$ cat src/rtl/caprom_leaf_sequencer.sv
// caprom_leaf_sequencer: round-robin front end that fetches 128-bit leaves
// from the discovery ROM CSR window (INDEX write followed by four DATA reads)
// and returns each leaf to the requester that won arbitration.
module caprom_leaf_sequencer #(
   parameter int                NUM_REQ    = 2,
   parameter int                ADDR_W     = 32,
   parameter logic [ADDR_W-1:0] BASE_ADDR  = '0,
   parameter bit                SKIP_INDEX = 1'b1
) (
   input  logic                   clk,
   input  logic                   rst_n,
   input  logic [NUM_REQ-1:0]     req_valid,
   output logic [NUM_REQ-1:0]     req_ready,
   input  logic [NUM_REQ*32-1:0]  req_leaf,
   output logic [NUM_REQ-1:0]     rsp_valid,
   input  logic [NUM_REQ-1:0]     rsp_ready,
   output logic [127:0]           rsp_data,
   output logic                   rsp_fault,
   output logic                   csr_req_valid,
   input  logic                   csr_req_ready,
   output logic [ADDR_W-1:0]      csr_req_addr,
   output logic                   csr_req_write,
   output logic [31:0]            csr_req_wdata,
   input  logic                   csr_rsp_valid,
   output logic                   csr_rsp_ready,
   input  logic [31:0]            csr_rsp_rdata,
   input  logic                   csr_rsp_fault
);

   localparam int IW = (NUM_REQ > 1) ? $clog2(NUM_REQ) : 1;

   typedef enum logic [2:0] {
      S_IDLE, S_IDX_REQ, S_IDX_RSP, S_DAT_REQ, S_DAT_RSP, S_DONE
   } state_t;

   state_t            state_q, state_d;
   logic [1:0]        w_q, w_d;
   logic [IW-1:0]     rr_q, rr_d;
   logic [IW-1:0]     grant_q, grant_d;
   logic [31:0]       leaf_q, leaf_d;
   logic [31:0]       index_q, index_d;
   logic              index_valid_q, index_valid_d;
   logic [3:0][31:0]  data_q, data_d;
   logic              fault_q, fault_d;

   // Candidate order for the round-robin search starts just after the last winner.
   logic [IW-1:0]     cand_idx [NUM_REQ];
   logic [31:0]       leaf_arr [NUM_REQ];
   for (genvar gi = 0; gi < NUM_REQ; gi++) begin : g_req
      assign cand_idx[gi] = IW'((int'(rr_q) + gi + 1) % NUM_REQ);
      assign leaf_arr[gi] = req_leaf[gi*32 +: 32];
   end

   logic              pick_found;
   logic [IW-1:0]     pick_idx;
   logic [31:0]       pick_leaf;

   // First valid requester in round-robin order.
   always_comb begin
      pick_found = 1'b0;
      pick_idx   = '0;
      for (int k = 0; k < NUM_REQ; k++) begin
         if (!pick_found && req_valid[cand_idx[k]]) begin
            pick_found = 1'b1;
            pick_idx   = cand_idx[k];
         end
      end
      pick_leaf = leaf_arr[pick_idx];
   end

   // State and datapath registers; reset abandons any fetch in flight.
   always_ff @(posedge clk or negedge rst_n) begin
      if (!rst_n) begin
         state_q       <= S_IDLE;
         w_q           <= 2'd0;
         rr_q          <= IW'(NUM_REQ - 1);
         grant_q       <= '0;
         leaf_q        <= '0;
         index_q       <= '0;
         index_valid_q <= 1'b0;
         data_q        <= '0;
         fault_q       <= 1'b0;
      end else begin
         state_q       <= state_d;
         w_q           <= w_d;
         rr_q          <= rr_d;
         grant_q       <= grant_d;
         leaf_q        <= leaf_d;
         index_q       <= index_d;
         index_valid_q <= index_valid_d;
         data_q        <= data_d;
         fault_q       <= fault_d;
      end
   end

   // Next-state logic and all handshake outputs of the fetch sequence.
   always_comb begin
      state_d       = state_q;
      w_d           = w_q;
      rr_d          = rr_q;
      grant_d       = grant_q;
      leaf_d        = leaf_q;
      index_d       = index_q;
      index_valid_d = index_valid_q;
      data_d        = data_q;
      fault_d       = fault_q;
      req_ready     = '0;
      rsp_valid     = '0;
      csr_req_valid = 1'b0;
      csr_req_addr  = '0;
      csr_req_write = 1'b0;
      csr_req_wdata = '0;
      csr_rsp_ready = 1'b0;

      case (state_q)
         S_IDLE: begin
            // Grant is gated by rst_n so every output reads zero during reset.
            if (pick_found && rst_n) begin
               req_ready[pick_idx] = 1'b1;
               leaf_d  = pick_leaf;
               grant_d = pick_idx;
               rr_d    = pick_idx;
               data_d  = '0;
               fault_d = 1'b0;
               w_d     = 2'd0;
               if (SKIP_INDEX && index_valid_q && (pick_leaf == index_q))
                  state_d = S_DAT_REQ;
               else
                  state_d = S_IDX_REQ;
            end
         end
         S_IDX_REQ: begin
            csr_req_valid = 1'b1;
            csr_req_addr  = BASE_ADDR;
            csr_req_write = 1'b1;
            csr_req_wdata = leaf_q;
            if (csr_req_ready) state_d = S_IDX_RSP;
         end
         S_IDX_RSP: begin
            csr_rsp_ready = 1'b1;
            if (csr_rsp_valid) begin
               if (csr_rsp_fault) begin
                  // The ROM's index is unknown after a failed write; skip reads.
                  index_valid_d = 1'b0;
                  fault_d       = 1'b1;
                  state_d       = S_DONE;
               end else begin
                  index_d       = leaf_q;
                  index_valid_d = 1'b1;
                  w_d           = 2'd0;
                  state_d       = S_DAT_REQ;
               end
            end
         end
         S_DAT_REQ: begin
            csr_req_valid = 1'b1;
            csr_req_addr  = BASE_ADDR + ADDR_W'(w_q) + ADDR_W'(1);
            if (csr_req_ready) state_d = S_DAT_RSP;
         end
         S_DAT_RSP: begin
            csr_rsp_ready = 1'b1;
            if (csr_rsp_valid) begin
               data_d[w_q] = csr_rsp_fault ? 32'd0 : csr_rsp_rdata;
               fault_d     = fault_q | csr_rsp_fault;
               if (w_q == 2'd3) begin
                  state_d = S_DONE;
               end else begin
                  w_d     = w_q + 2'd1;
                  state_d = S_DAT_REQ;
               end
            end
         end
         S_DONE: begin
            rsp_valid[grant_q] = 1'b1;
            if (rsp_ready[grant_q]) state_d = S_IDLE;
         end
         default: state_d = S_IDLE;
      endcase
   end

   assign rsp_data  = data_q;
   assign rsp_fault = fault_q;

endmodule

$ cat config.mk
export PLATFORM = sky130hd
export DESIGN_NAME = caprom_leaf_sequencer
export DESIGN_NICKNAME = d
export VERILOG_FILES = /design/src/rtl/caprom_leaf_sequencer.sv
export SDC_FILE = /design/constraint.sdc
export NUM_CORES = 1
export LEC_CHECK = 0
export ABC_AREA = 1
export ABC_CLOCK_PERIOD_IN_PS = 1960
export BUFFER_PORTS_ARGS = -buffer_cell sky130_fd_sc_hd__buf_2
export CAP_MARGIN = 20
export CORE_AREA = 2 2 158 160
export DETAILED_ROUTE_END_ITERATION = 6
export DIE_AREA = 0 0 160 162
export HOLD_SLACK_MARGIN = 0.1
export PLACE_DENSITY_LB_ADDON = 0.12
export SYNTH_ARGS = -nofsm -noshare
export SYNTH_HDL_FRONTEND = slang
export SYNTH_SLANG_ARGS = --single-unit
$ cat constraint.sdc
create_clock -name clk -period 1.96 [get_ports clk]
set_input_delay 0.098 -clock clk [delete_from_list [all_inputs] [get_ports clk]]
set_output_delay 0.098 -clock clk [all_outputs]
set_load 0.01 [all_outputs]
* After elaboration in Yosys (flattened, before gate mapping)
Index checks and enable logic that the tools add are counted.
Word-level totals: bits in registers 201, output and inout bits 200, word-level logic and storage cells 117
Cells by class: add/sub/neg operators 4, magnitude comparators 9, equal/unequal tests 16, muxes and demuxes 54, bitwise logic cells 3, reduce and logical (&&, ||, !) cells 19
Operators with widths (number):
- $mux W128 | 2
- $pmux W128 S2 | 1
- $mux W32 | 6
- $bwmux W128 | 1
- $demux W32 S2 | 1
- $eq A32 B32 Y1 | 1
- $mux W3 | 9
- $mux W1 | 20
- $mux W2 | 9
- $ne A2 B2 Y1 const B | 9
- $pmux W3 S6 | 1
- $reduce_and A6 Y1 | 2
- $lt A1 B2 Y1 const B | 4
- $eq A3 B2 Y1 const B | 2
- $eq A3 B3 Y1 const B | 2
- $logic_and A1 B1 Y1 | 6
- $pmux W2 S3 | 1
- $reduce_and A3 Y1 | 2
- $reduce_and A5 Y1 | 1
- $reduce_and A2 Y1 | 2
- $reduce_or A2 Y1 | 2
- $add A2 B1 Y3 const B | 1
- $eq A3 B1 Y1 const B | 1
- $logic_not A3 Y1 | 1
- other kinds (15) | 18

* Longest topological paths before layout
Gate-level depths: netlist of the first run.
depth after elaboration 16, depth in mapped cells 14, gate-level depth less buffers 13

* Least setup slack after synthesis of the first run
OpenSTA, ideal clock, no wires.
kind register to register, from register state_q[0], to register index_q[31], data arrival time 1568 ps, required time 1830 ps, setup slack 262 ps, stages on the path, launching flop included 9, clock period less this slack 1698 ps, path through dfrtp_1 > nor3_2 > inv_2 > or2_1 > or2_1 > buf_6 > buf_6 > nand2_1 > o21ai_1
On the way: word-level cells in the longest chain between the ends 2
Ends and longest elaborated chain:
- start, declared | RTL line 36 | state_t state_q, state_d;
- start signal, assigned | RTL line 84 | state_q <= state_d;
- $eq A3 B2 Y1 | RTL line 115 | case (state_q)
- $reduce_and A3 Y1 (no line)
- end signal, assigned | RTL line 89 | index_q <= index_d;
- end, declared | RTL line 41 | logic [31:0] index_q, index_d;
Every way passes these cells. A chain may end at the register's enable or synchronous reset.

* Worst setup path in the final report of the first run
from register state_q[1], to register leaf_q[16]
On the way: word-level cells in the longest chain between the ends 2
Ends and longest elaborated chain:
- $logic_not A3 Y1 | RTL line 115
- $reduce_and A2 Y1 (no line)
- end signal, assigned | RTL line 88 | leaf_q <= leaf_d;
- end, declared | RTL line 40 | logic [31:0] leaf_q, leaf_d;
Every way passes these cells.

==> results list, run 1 <==
* Total I/O pin count: 305
* Met1 layer wirelength in the final routing: 13.8 mm
- In the final routed layout, each cell accounts on average for 16.4 um.
- Most frequent cell on the critical path: nor2_4
- Yosys mapped the design onto 32 distinct sky130hd cell types.
- OpenSTA, run right after detailed placement, puts the worst setup slack at -0.0909 ns.
* Synth-to-layout area growth: 40.3%
- Clock-pin slew was measured on the worst setup and hold paths at 0.06 ns.
- Signal routing reaches up to met4.
* Tmin final: 1.98 ns
- The die covers 25900 sq um.
- PortBufs: 275
- Across every metal layer, demand over resource in global routing totals 0.229.
- Setup repair after global routing missed its margin: yes
* Power per unit of standard cell area: 1160 nW/um^2
- Number of DRC markers in iteration 0: 485
- In this run the worst setup path terminates at leaf_q[16]$_DFFE_PN0P_.
* Buffers and inverters on the worst path: 3
- Setup total negative slack on the finished layout was measured at -0.0302 ns.
- Setup slack on the worst reg-to-reg path comes out at -0.02 ns.
- The number of global-route vias before repair was 8692.
- The worst setup path is of the reg -> reg kind.
* Total area of multi-input combinational cells: 3330 sq um
- Slowest cell on crit path: dlygate4sd3_1
* Element type at the critical path start: register
- Of all nets on the critical path, the largest fanout is 13.
- Fmax: 506 MHz
- The number of antenna violations at the first check in global routing came to 0.
- At the end of routability-driven placement, the weighted congestion stood at 0.836.
- Worst R2R Start: state_q[1]$_DFFE_PN0P_
* Worst hold slack: 0.123 ns
- Total DRC errors in the routed layout: 0
- Dividing the detail-routed via count by the number of cells gives 4.81.
- Entering global routing, the biggest net connects 103 pins.
- Critical path startpoint: state_q[1]$_DFFE_PN0P_
* Max Cap Viol: 0
* Post-route ant nets: 0
- Final number of setup-violating endpoints: 3
* Vias post-DR: 8926
* Critical Path Max Stage Delay: 0.57 ns
* Reg-to-Reg End: leaf_q[16]$_DFFE_PN0P_
- Die span in y: 162 um
- The clock arrives with 0.0257 ns of skew.
- Leaving out filler cells and counting taps, the final layout contains 1855.
- Area inside the core boundary: 24100 sq um
- For this run, the register share of the synthesized area comes to 0.528.
- CP Cell Sequence: nor2_4, nand2_2, nor2_4, buf_12, buf_4, nand3_1, dlygate4sd3_1, o21ai_0
- Sum of overflow across all layers after global routing: 0
- Ratio of cells with drive above 1 in the final layout: 0.287
- Count of endpoints failing hold in the final timing report: 0
- Counting every instance in the synthesized netlist gives 1120.
* CTS tree: built
- Leaving out fill and tap cells, the most frequent cell in the layout is buf_2.
* Slew at the pin closest to its max-slew limit: 0.610 ns
- The first TritonRoute pass finished after 5 iterations.
* Clock root buffer: clkbuf_16
- For the worst setup path, the data required time is 2.38 ns.
- In this run the tightest slew margin relative to its limit is 0.593.
* Total Routed Length: 30.4 mm
- Number of buffers on the longest clock path: 3
- Diode count: 0
- Setup slack after layout: -0.0158 ns
- Worst min-delay path class: in -> reg
- Counting the buffers created by CTS gives 23.
- Cell Count Post-Placement: 1698
- The worst setup path is captured at a register.
- Area taken by flip-flops and latches: 5030 sq um
- Number of register bits inferred by synthesis: 201
- The clock drives 201 sinks.
* Fraction of registers with async set/reset: 1.00
- First-pass GRT wire length: 47.4 mm
- For this run, the leading register cell type out of synthesis is dfrtp_1.
* Met3 wire length: 1.84 mm
- Worst endpoint data arrival time: 2.40 ns
* Violations in the final reports: negative setup slack
- In this run the number of H-tree levels came out at 1.
- Commonest non-fill, non-tap cells in the layout: buf_2, inv_1, dfrtp_1, nand2_1, o22ai_1
- Standby leakage power: 6.95 nW
- Once detailed placement completed, the half-perimeter wirelength came to 19.9 mm.
* FF-to-FF path depth: 8
- In the finished design, the share of the clock period the worst path needs comes to 1.01.
* Run status: finished with violations
* Post-synthesis cell area: 9530 sq um
- In this run the horizontal extent of the chip is 160 um.
- Row count: 57
- For this configuration, the core starts out at a cell density of 0.395.
- Yosys synthesis warning count: 0
- Peak supply drop: 715 uV
* Number of fill cells in the layout: 2280
- Number of synthesized flops with an enable pin: 0
- After layout, the design draws a total of 15.6 mW.
- In the final design database the tool counted 1624 nets.
* Logic depth of the worst path, buffers included: 8
- In this run the mean area of a mapped cell was 8.50 sq um.
* Clock latency on the worst-skew pair: 0.53 ns
- The number of pins exceeding their max-slew limit in the final report is 0.
- In this design, the largest share of critical-path delay is due to buffers and inverters.
- Detailed-routed wire length on met2: 14.1 mm
-- per-layer routing --
layer	track usage	up-vias
met1	0.319	4246
met5	0	-
li1	-	4341
met3	0.0380	43
met2	0.376	296
met4	0.0536	0
-- sequential cells by signal (all words and copies together), names as in the netlist --
register and cells:
w_q 2, rsp_data 128, grant_q 1, index_q 32, index_valid_q 1, rsp_fault 1, state_q 3, leaf_q 32
rr_q 1
-- where the power goes --
part           switching [mW]  leakage, nW  internal, mW
Sequential              0.517         2.70          4.99
Clock                    1.79        0.367          2.40
Combinational            3.57         3.89          2.29
-- worst reg2reg max path: stages, from the launching register on --
cell and delay (ns):
dfrtp_2 0.45, nor2_4 0.14, nand2_2 0.08, nor2_4 0.12
buf_12 0.12, buf_4 0.22, nand3_1 0.11, dlygate4sd3_1 0.57
o21ai_0 0.08
-- cells by family (layout without fill, tap and decap cells) --
group | Yosys count | in the layout | synth area share
buffers and inverters | 307 | 690 | 0.143
AND/OR/NAND/NOR | 396 | 396 | 0.184
flip-flops | 201 | 201 | 0.528
adder cells (fa/ha/maj) | 4 | 4 | 0.00525
other | 1 | 29 | 0.000394
AO/OA/AOI/OAI | 210 | 210 | 0.139
XOR/XNOR | 1 | 1 | 0.000920
-- cell type report --
type,count,area share
sequential,201,0.377
multi-input combinational,640,0.249
timing repair buffer,428,0.226
inverter,221,0.0626
clock buffer,31,0.0498
tap,324,0.0303
clock inverter,10,0.00580
-- per-stage QoR --
stage / utilization / instance area [sq um]
after global routing: 0.554 / 13400
after detailed placement: 0.471 / 11300
after floorplan: - / 9630
after CTS: 0.551 / 13300
final: 0.554 / 13400
after global placement: 0.471 / 11300
-- synth_stat cells, types with 2 or more instances --
cell	count	area share
nand2_2	19	0.012
o22ai_1	128	0.084
nand3b_1	15	0.012
buf_6	6	0.0071
buf_4	35	0.028
buf_2	23	0.012
nor3_1	3	0.0016
inv_1	215	0.085
nand3_1	98	0.051
nand2_1	193	0.076
inv_2	5	0.0020
or2_1	2	0.0013
dfrtp_1	200	0.53
o21ai_2	23	0.021
nor2_2	2	0.0013
a21oi_2	5	0.0046
clkbuf_1	20	0.0079
nor2_1	62	0.024
o21ai_0	37	0.019
a21oi_1	3	0.0016
buf_1	2	0.00079
ha_1	4	0.0053
o21ai_1	11	0.0058
-- how the worst min path moves through the flow --
stage | to | from | slack [ns] | cells after the start
after floorplan | grant_q$_DFFE_PN0P_ | rst_n | -0.20 | 0
after detailed placement | rsp_data[40]$_DFFE_PN0P_ | rst_n | 0.23 | 2
after global placement | rsp_data[40]$_DFFE_PN0P_ | rst_n | 0.24 | 2
final | state_q[0]$_DFFE_PN0P_ | csr_req_ready | 0.12 | 5
after CTS | state_q[0]$_DFFE_PN0P_ | csr_req_ready | 0.11 | 5
after global routing | state_q[0]$_DFFE_PN0P_ | csr_req_ready | 0.12 | 5
-- what timing repair did --
action	4_1_cts	5_1_grt
pin swaps	2	2
endpoints found under the setup margin	7	174
setup buffers	10	3
endpoints found under the hold margin	264	0
cloned	3	1
resized for setup	12	10
hold buffers	99	0
(Power assumes the default switching activity.)
==> run 2: changes to the inputs <==
--- a/config.mk
+++ b/config.mk
@@ -8,10 +8,10 @@
 export ABC_AREA = 1
 export ABC_CLOCK_PERIOD_IN_PS = 1960
 export BUFFER_PORTS_ARGS = -buffer_cell sky130_fd_sc_hd__buf_2
-export CAP_MARGIN = 20
-export CORE_AREA = 2 2 158 160
+export CORE_AREA = 2 2 139 141
+export CTS_BUF_LIST = sky130_fd_sc_hd__clkbuf_4 sky130_fd_sc_hd__clkbuf_8
 export DETAILED_ROUTE_END_ITERATION = 6
-export DIE_AREA = 0 0 160 162
+export DIE_AREA = 0 0 141 143
 export HOLD_SLACK_MARGIN = 0.1
 export PLACE_DENSITY_LB_ADDON = 0.12
 export SYNTH_ARGS = -nofsm -noshare
==> run 2 against run 1 <==
  * Utilization grew 16 points
  * Sequential cell count is the same
  * Sequential share of layout area grew 0.22 points
  * Fmax grew 2.9%
  * Wire length shrank 3.0%
  * Final area shrank 0.57%
  * The run now ends clean
  * Hold slack gained 0.048 ns
==> results list, run 2 (same netlist as run 1, synthesis figures left out) <==
* Most common cell after layout, fill and taps aside: buf_2
- After detailed routing, the average wire length per cell comes to 16.6 um.
* Element type at the critical path start: register
- Number of global-route vias before repair: 9058
- Setup violations remaining at the end of the flow were counted as 0.
- Detailed placement ended at an HPWL of 18.7 mm.
- In this run the tool buffered the top-level ports with 275 buffer cells.
- Synth-to-layout area growth: 39.5%
- Total Routed Length: 29.5 mm
- Run status: completed
- After global routing, the most crowded layer is met2.
- Measured against its own limit, the worst slew margin works out to 0.225.
- Of the available clock period, the critical path in the final layout requires 0.980.
* Commonest non-fill, non-tap cells in the layout: buf_2, inv_1, dfrtp_1, nand2_1, o22ai_1
- Required time at the worst-slack endpoint: 1.86 ns
- Slew at the pin closest to its max-slew limit: 1.16 ns
* GR met3 Demand/Resource: 0.0486
- Placed Area: 11200 sq um
* Detail-routed via count per cell: 5.14
- For this design the ratio of total power to cell area is 1170 nW/um^2.
- Across the run, the number of max-cap violations was 0.
* Post-route ant nets: 0
* Full die area: 20200 sq um
* Pin count of the biggest net entering global routing: 202
* Met1 track demand over resource: 0.362
* Tmin final: 1.92 ns
- Clock-pin slew was measured on the worst setup and hold paths at 0.06 ns.
* Clock latency on the worst-skew pair: 0.54 ns
- Iteration count of the initial detailed-routing pass: 5
- The critical path in this run is classified as reg -> out.
* Total I/O pin count: 305
- Peak supply drop: 769 uV
- The critical path goes through nand2_4, nand2_8, clkinvlp_4, buf_4, nor2_4, buf_4.
- Fin Clk Skew: 0.0204 ns
- Cell Count Post-Placement: 1606
- The number of antenna violations at the first check in global routing is 1.
- Number of nets in the layout: 1630
* Area inside the core boundary: 18600 sq um
- Fmax: 521 MHz
* Worst endpoint data arrival time: 1.82 ns
- For the final routed database, the setup TNS stands at 0 ns.
* Clock buffers created by TritonCTS: 35
* Max-slew violation total from the final report: 0
* Number of DRC markers in iteration 0: 473
* Total DRC errors in the routed layout: 0
* Ratio of cells with drive above 1 in the final layout: 0.298
* Buffers and inverters on the worst path: 3
* CP max FO: 5
- Measured along the x axis, the die boundary spans 141 um.
* Initial cell density of the core: 0.513
- After routing the design area is 13300 sq um.
- Among cell families on the critical path, the largest total delay comes from flip-flops.
- The register with the most flip-flops in the layout has 128 of them.
- The first global-routing pass estimated 45.4 mm of wire.
* Depth of the CTS H-tree: 2
- Slowest cell on crit path: dfstp_2
* Die span in y: 143 um
* Critical Path Max Stage Delay: 0.55 ns
- Global-route met2 utilization: 0.482
- Setup repair after global routing could not meet its margin everywhere.
- Summed over all cells, the static leakage comes to 6.97 nW.
- Counting stages on the worst path, the most repeated cell is buf_4.
* CTS tree: built
* Final GP Congestion: 0.895
* Count of endpoints failing hold in the final timing report: 0
* Final non-filler cell total: 1781
- The clock drives 201 sinks.
- Worst min-delay path class: in -> reg
* Clock root buffer: clkbuf_8
- No sink is reached through more buffers than the 3 on the longest clock path.
* Vias post-DR: 9158
- The worst setup path is captured at a primary output.
- Sum of overflow across all layers after global routing: 0
* Overall Global Routing Usage: 0.282
- Row count: 50
-- run 2: area by class of cell --
| cell class | count | area (sq um) |
|---|---|---|
| repair buffers | 422 | 2960 |
| inverters | 221 | 840 |
| well taps | 234 | 293 |
| clock buffers | 57 | 722 |
| multi-input cells | 640 | 3370 |
| clock inverters | 5 | 65.1 |
| fillers | 1453 | 5290 |
| diodes | 1 | 2.50 |
| flip-flops and latches | 201 | 5030 |
-- run 2: what timing repair did --
action / 4_1_cts / 5_1_grt
setup buffers: 5 / 3
pin swaps: 1 / 7
cloned: 0 / 3
hold endpoints to repair: 367 / 0
endpoints found under the setup margin: 30 / 52
hold buffers: 101 / 0
resized for setup: 12 / 23
-- run 2: routing by layer --
layer | part of all wire | vias up
met5 | 0 | -
met3 | 0.067 | 64
li1 | - | 4363
met4 | 0.027 | 0
met1 | 0.42 | 4338
met2 | 0.49 | 393
-- run 2: power by group --
group	total, mW	leakage (nW)	internal [mW]	switching [mW]
Combinational	5.77	3.85	2.26	3.51
Sequential	5.52	2.70	5.00	0.526
Clock	4.24	0.414	2.48	1.76
Total	15.5	6.97	9.73	5.80
-- run 2: final timing paths --
kind | start | end | slack (ns) | cells after the start
max | rr_q$_DFFE_PN1P_ | req_ready[0] | 0.04 | 6
min | rsp_ready[1] | state_q[1]$_DFFE_PN0P_ | 0.17 | 6
max reg2reg | rr_q$_DFFE_PN1P_ | leaf_q[21]$_DFFE_PN0P_ | 0.07 | 8
min reg2reg | leaf_q[11]$_DFFE_PN0P_ | leaf_q[11]$_DFFE_PN0P_ | 0.49 | 2
max in group asynchronous | rst_n | state_q[1]$_DFFE_PN0P_ | 0.54 | 3
min in group asynchronous | rst_n | index_valid_q$_DFFE_PN0P_ | 0.40 | 3
-- run 2: tightest hold or removal path: cells and delay by family --
family                 cells  cell delay (ns)
buffers and inverters      1             0.11
AND/OR/NAND/NOR            5             0.45
-- run 2: metrics by stage --
stage               utilization  hold slack (ns)  setup WS (ns)  power, mW
global route              0.715            0.242        -0.0823       16.5
floorplan                     -           -0.198          0.262       8.81
detailed placement        0.604            0.458        0.00210       10.8
CTS                       0.705            0.145        -0.0196       15.4
finish                    0.715            0.171         0.0396       15.5
global placement          0.604            0.451        0.00950       10.7
==> run 3: changes to the inputs <==
--- a/config.mk
+++ b/config.mk
@@ -6,12 +6,12 @@
 export NUM_CORES = 1
 export LEC_CHECK = 0
 export ABC_AREA = 1
-export ABC_CLOCK_PERIOD_IN_PS = 1960
+export ABC_CLOCK_PERIOD_IN_PS = 1600
 export BUFFER_PORTS_ARGS = -buffer_cell sky130_fd_sc_hd__buf_2
-export CORE_AREA = 2 2 139 141
+export CORE_AREA = 2 2 144 146
 export CTS_BUF_LIST = sky130_fd_sc_hd__clkbuf_4 sky130_fd_sc_hd__clkbuf_8
 export DETAILED_ROUTE_END_ITERATION = 6
-export DIE_AREA = 0 0 141 143
+export DIE_AREA = 0 0 146 148
 export HOLD_SLACK_MARGIN = 0.1
 export PLACE_DENSITY_LB_ADDON = 0.12
 export SYNTH_ARGS = -nofsm -noshare
==> constraint.sdc (replaced) <==
create_clock -name clk -period 1.6 [get_ports clk]
set_input_delay 0.08 -clock clk [delete_from_list [all_inputs] [get_ports clk]]
set_output_delay 0.08 -clock clk [all_outputs]
set_load 0.01 [all_outputs]
==> run 3 against run 2 <==
  * The flow now finishes with violations (negative setup slack)
  * Hold slack got worse by 0.017 ns
  * First-iteration DRC count increased by 22%
  * Sequential share of layout area is 6.3 points lower
  * Clock power grew 14%
  * Global-route usage increased by 3.9 points
  * Register-to-register slack lost 0.48 ns
  * Final cell count increased by 7.9%
  * Die area grew 7.2%
  * Clock-buffer cell count decreased by 3
  * Combinational power up 92%
  * Total power grew 47%
  * Utilization rose by 8.1 points
==> results list, run 3 (same netlist as run 1, synthesis figures left out) <==
- Summing all flip-flop and latch instances after layout gives 5030 sq um.
- Clock-pin slew was measured on the worst setup and hold paths at 0.06 ns.
- Ratio of final minimum period to clock period: 1.26
- STA classifies the critical path endpoint as a register.
- Hold timing on the final database bottoms out at a slack of 0.154 ns.
* Average wire per cell in the routed design: 19.2 um
* Min-Delay Endpoint: leaf_q[26]$_DFFE_PN0P_
- The flow ran to the end, but the final reports show violations.
- Power per unit of standard cell area: 1430 nW/um^2
- Diode count: 0
- STA classifies the critical path startpoint as a register.
- Ratio of cells with drive above 1 in the final layout: 0.430
- Worst endpoint data arrival time: 2.48 ns
- Max-cap violations in this run came to 0.
- Relative to the synthesized area, the layout overhead comes to 67.5%.
* Fin Clk Skew: 0.0228 ns
- Reg-to-Reg End: state_q[1]$_DFFE_PN0P_
- Pwr Total: 22.8 mW
* Clock root buffer: clkbuf_8
- The clock passes through at most 3 buffers.
* Vias post-DR: 10100
* Initial cell density of the core: 0.475
- Of all nets on the critical path, the largest fanout is 15.
* Number of flip-flops under the largest register name: 128
- Die span in y: 148 um
- Final non-filler cell total: 1922
- The first detailed-routing pass took 7 iterations.
- The number of buffers and inverters on the critical path is 2.
* FF-to-FF path depth: 14
- Grouping stages by cell kind, the critical path spends the most delay in simple AND/OR/NAND/NOR gates.
* Standby leakage power: 7.82 nW
* Total Routed Length: 36.9 mm
- Among the stages of the critical path, the cell type that occurs most often is nand2_1.
- Tmin final: 2.01 ns
* Total DRC errors in the routed layout: 0
- Slew at the pin closest to its max-slew limit: 0.841 ns
- Routability-driven placement finished with a final weighted congestion of 0.858.
- Buffers inserted during clock tree synthesis total 36.
- Critical Path Max Stage Delay: 0.55 ns
* Worst rel slew slack: 0.440
- The min-delay analysis places its worst path in the category in -> reg.
- After layout, the worst setup slack is -0.414 ns.
* Count of endpoints failing hold in the final timing report: 0
* Most common cell after layout, fill and taps aside: buf_2
- The detail route stage leaves a number of antenna-violating nets equal to 0.
- Overall Global Routing Usage: 0.321
- Number of fill cells in the layout: 1230
- The first global-routing pass estimated 54.4 mm of wire.
- Setup repair after global routing missed its margin: yes
- Slowest cell on crit path: dfstp_2
- Sum of overflow across all layers after global routing: 0
- The top cell types in the final layout, fill and taps aside, are buf_2, inv_1, dfrtp_1, nand2_1, dlygate4sd3_1.
* PortBufs: 275
- Fmax: 497 MHz
* Row count: 52
- At the end of the flow the core is filled with cells to 0.796.
- The worst hold path passes through 5 cells.
- The setup path with the least slack is of type reg -> reg.
- The final layout contains 1739 nets.
- Clock latency on the worst-skew pair, taken at its later pin, is 0.54 ns.
- The number of global-route vias before repair came to 9946.
- Flop2flop setup slack: -0.41 ns
- Estimated wirelength of the detail-placed design: 19.2 mm
- Start point of the worst min-delay path: req_leaf[58]
- Required time at the worst-slack endpoint: 2.07 ns
* Cell Count Post-Placement: 1688
- In the routed layout, each cell is associated on average with a via count of 5.24.
- The die covers 21600 sq um.
* Setup TNS Final: -47.43 ns
- Total area of multi-input combinational cells: 4380 sq um
- The number of antenna violations at the first check in global routing is 0.
- Across the VDD grid, the largest voltage drop is 1000 uV.
* Number of DRC markers in iteration 0: 575
- CTS tree: built
- Worst R2R Start: rr_q$_DFFE_PN1P_
* Clk sinks: 201
* Logic depth of the worst path, buffers included: 14
- Violations in the final reports: negative setup slack
- The number of pins exceeding their max-slew limit in the final report was 0.
- CP Cell Sequence: nand2_4, nand2_8, buf_12, buf_12, nand2_1, nand3_1, nand2_1, nor2_2, nand2_1, nor2_2, nand3_2, o21bai_1, nand2_1, nand2_1
* Pin count of the biggest net entering global routing: 139
* Final number of setup-violating endpoints: 208
- Horizontal die dimension: 146 um
* Depth of the CTS H-tree: 2
* Total I/O pin count: 305
- The floorplan step defined a core boundary enclosing 20000 sq um.
## run 3: cell count changes in the layout (fill, tap and decap cells not counted), moves of 19 or more
cell,before,now
buf_4,29,70
o22ai_1,128,72
nand3_4,1,28
nor2_1,55,18
buf_6,2,60
buf_2,273,246
buf_12,10,29
o22ai_2,0,55
nand3_1,93,61
nor2_4,3,29
## run 3: final cells by class
class                   instances  share of cell area
inverters                     221              0.0536
multi-input cells             640               0.274
clock inverters                 6             0.00259
well taps                     270              0.0212
repair buffers                530               0.291
flip-flops and latches        201               0.315
clock buffers                  54              0.0419
## run 3: where the power goes
part	switching [mW]	total, mW	internal [mW]
clock	2.18	4.85	2.67
sequential	0.685	6.80	6.12
combinational	6.06	11.1	5.08
total	8.92	22.8	13.9
## run 3: worst min-delay path, cell delays in order
cell and delay, ns:
buf_2 0.08, nand3b_1 0.12, nand2_1 0.08, buf_4 0.13, o21ai_0 0.14
## run 3: through the flow
| step | area, sq um | setup WS, ns |
|---|---|---|
| 2_1_floorplan | 9660 | -0.0902 |
| 3_3_place_gp | 11700 | -0.280 |
| 3_5_place_dp | 11700 | -0.305 |
| 4_1_cts | 15500 | -0.311 |
| 5_1_grt | 16000 | -0.486 |
| 6_report | 16000 | -0.414 |
## run 3: routing by layer
layer  wire length [um]  track usage  up-vias
li1                   -            -     4584
met1              13500        0.385     4866
met2              19000        0.574      508
met3               2760       0.0574      112
met4               1630        0.129        0
met5                  0            0        -
## run 3: repair_timing
item,CTS,global route
resized for setup,258,72
hold buffers,100,0
setup buffers,40,12
pin swaps,27,8
gates cloned,20,3
hold endpoints to repair,365,0
endpoints found under the setup margin,223,225
## run 3: worst max-delay path by stage
| stage | startpoint | endpoint | slack, ns |
|---|---|---|---|
| 3_3_place_gp | rr_q$_DFFE_PN1P_ | state_q[1]$_DFFE_PN0P_ | -0.28 |
| 5_1_grt | rr_q$_DFFE_PN1P_ | state_q[1]$_DFFE_PN0P_ | -0.49 |
| 3_5_place_dp | rr_q$_DFFE_PN1P_ | state_q[1]$_DFFE_PN0P_ | -0.31 |
| 2_1_floorplan | state_q[1]$_DFFE_PN0P_ | index_q[31]$_DFFE_PN0P_ | -0.09 |
| 6_report | rr_q$_DFFE_PN1P_ | state_q[1]$_DFFE_PN0P_ | -0.41 |
| 4_1_cts | state_q[1]$_DFFE_PN0P_ | csr_req_wdata[20] | -0.31 |
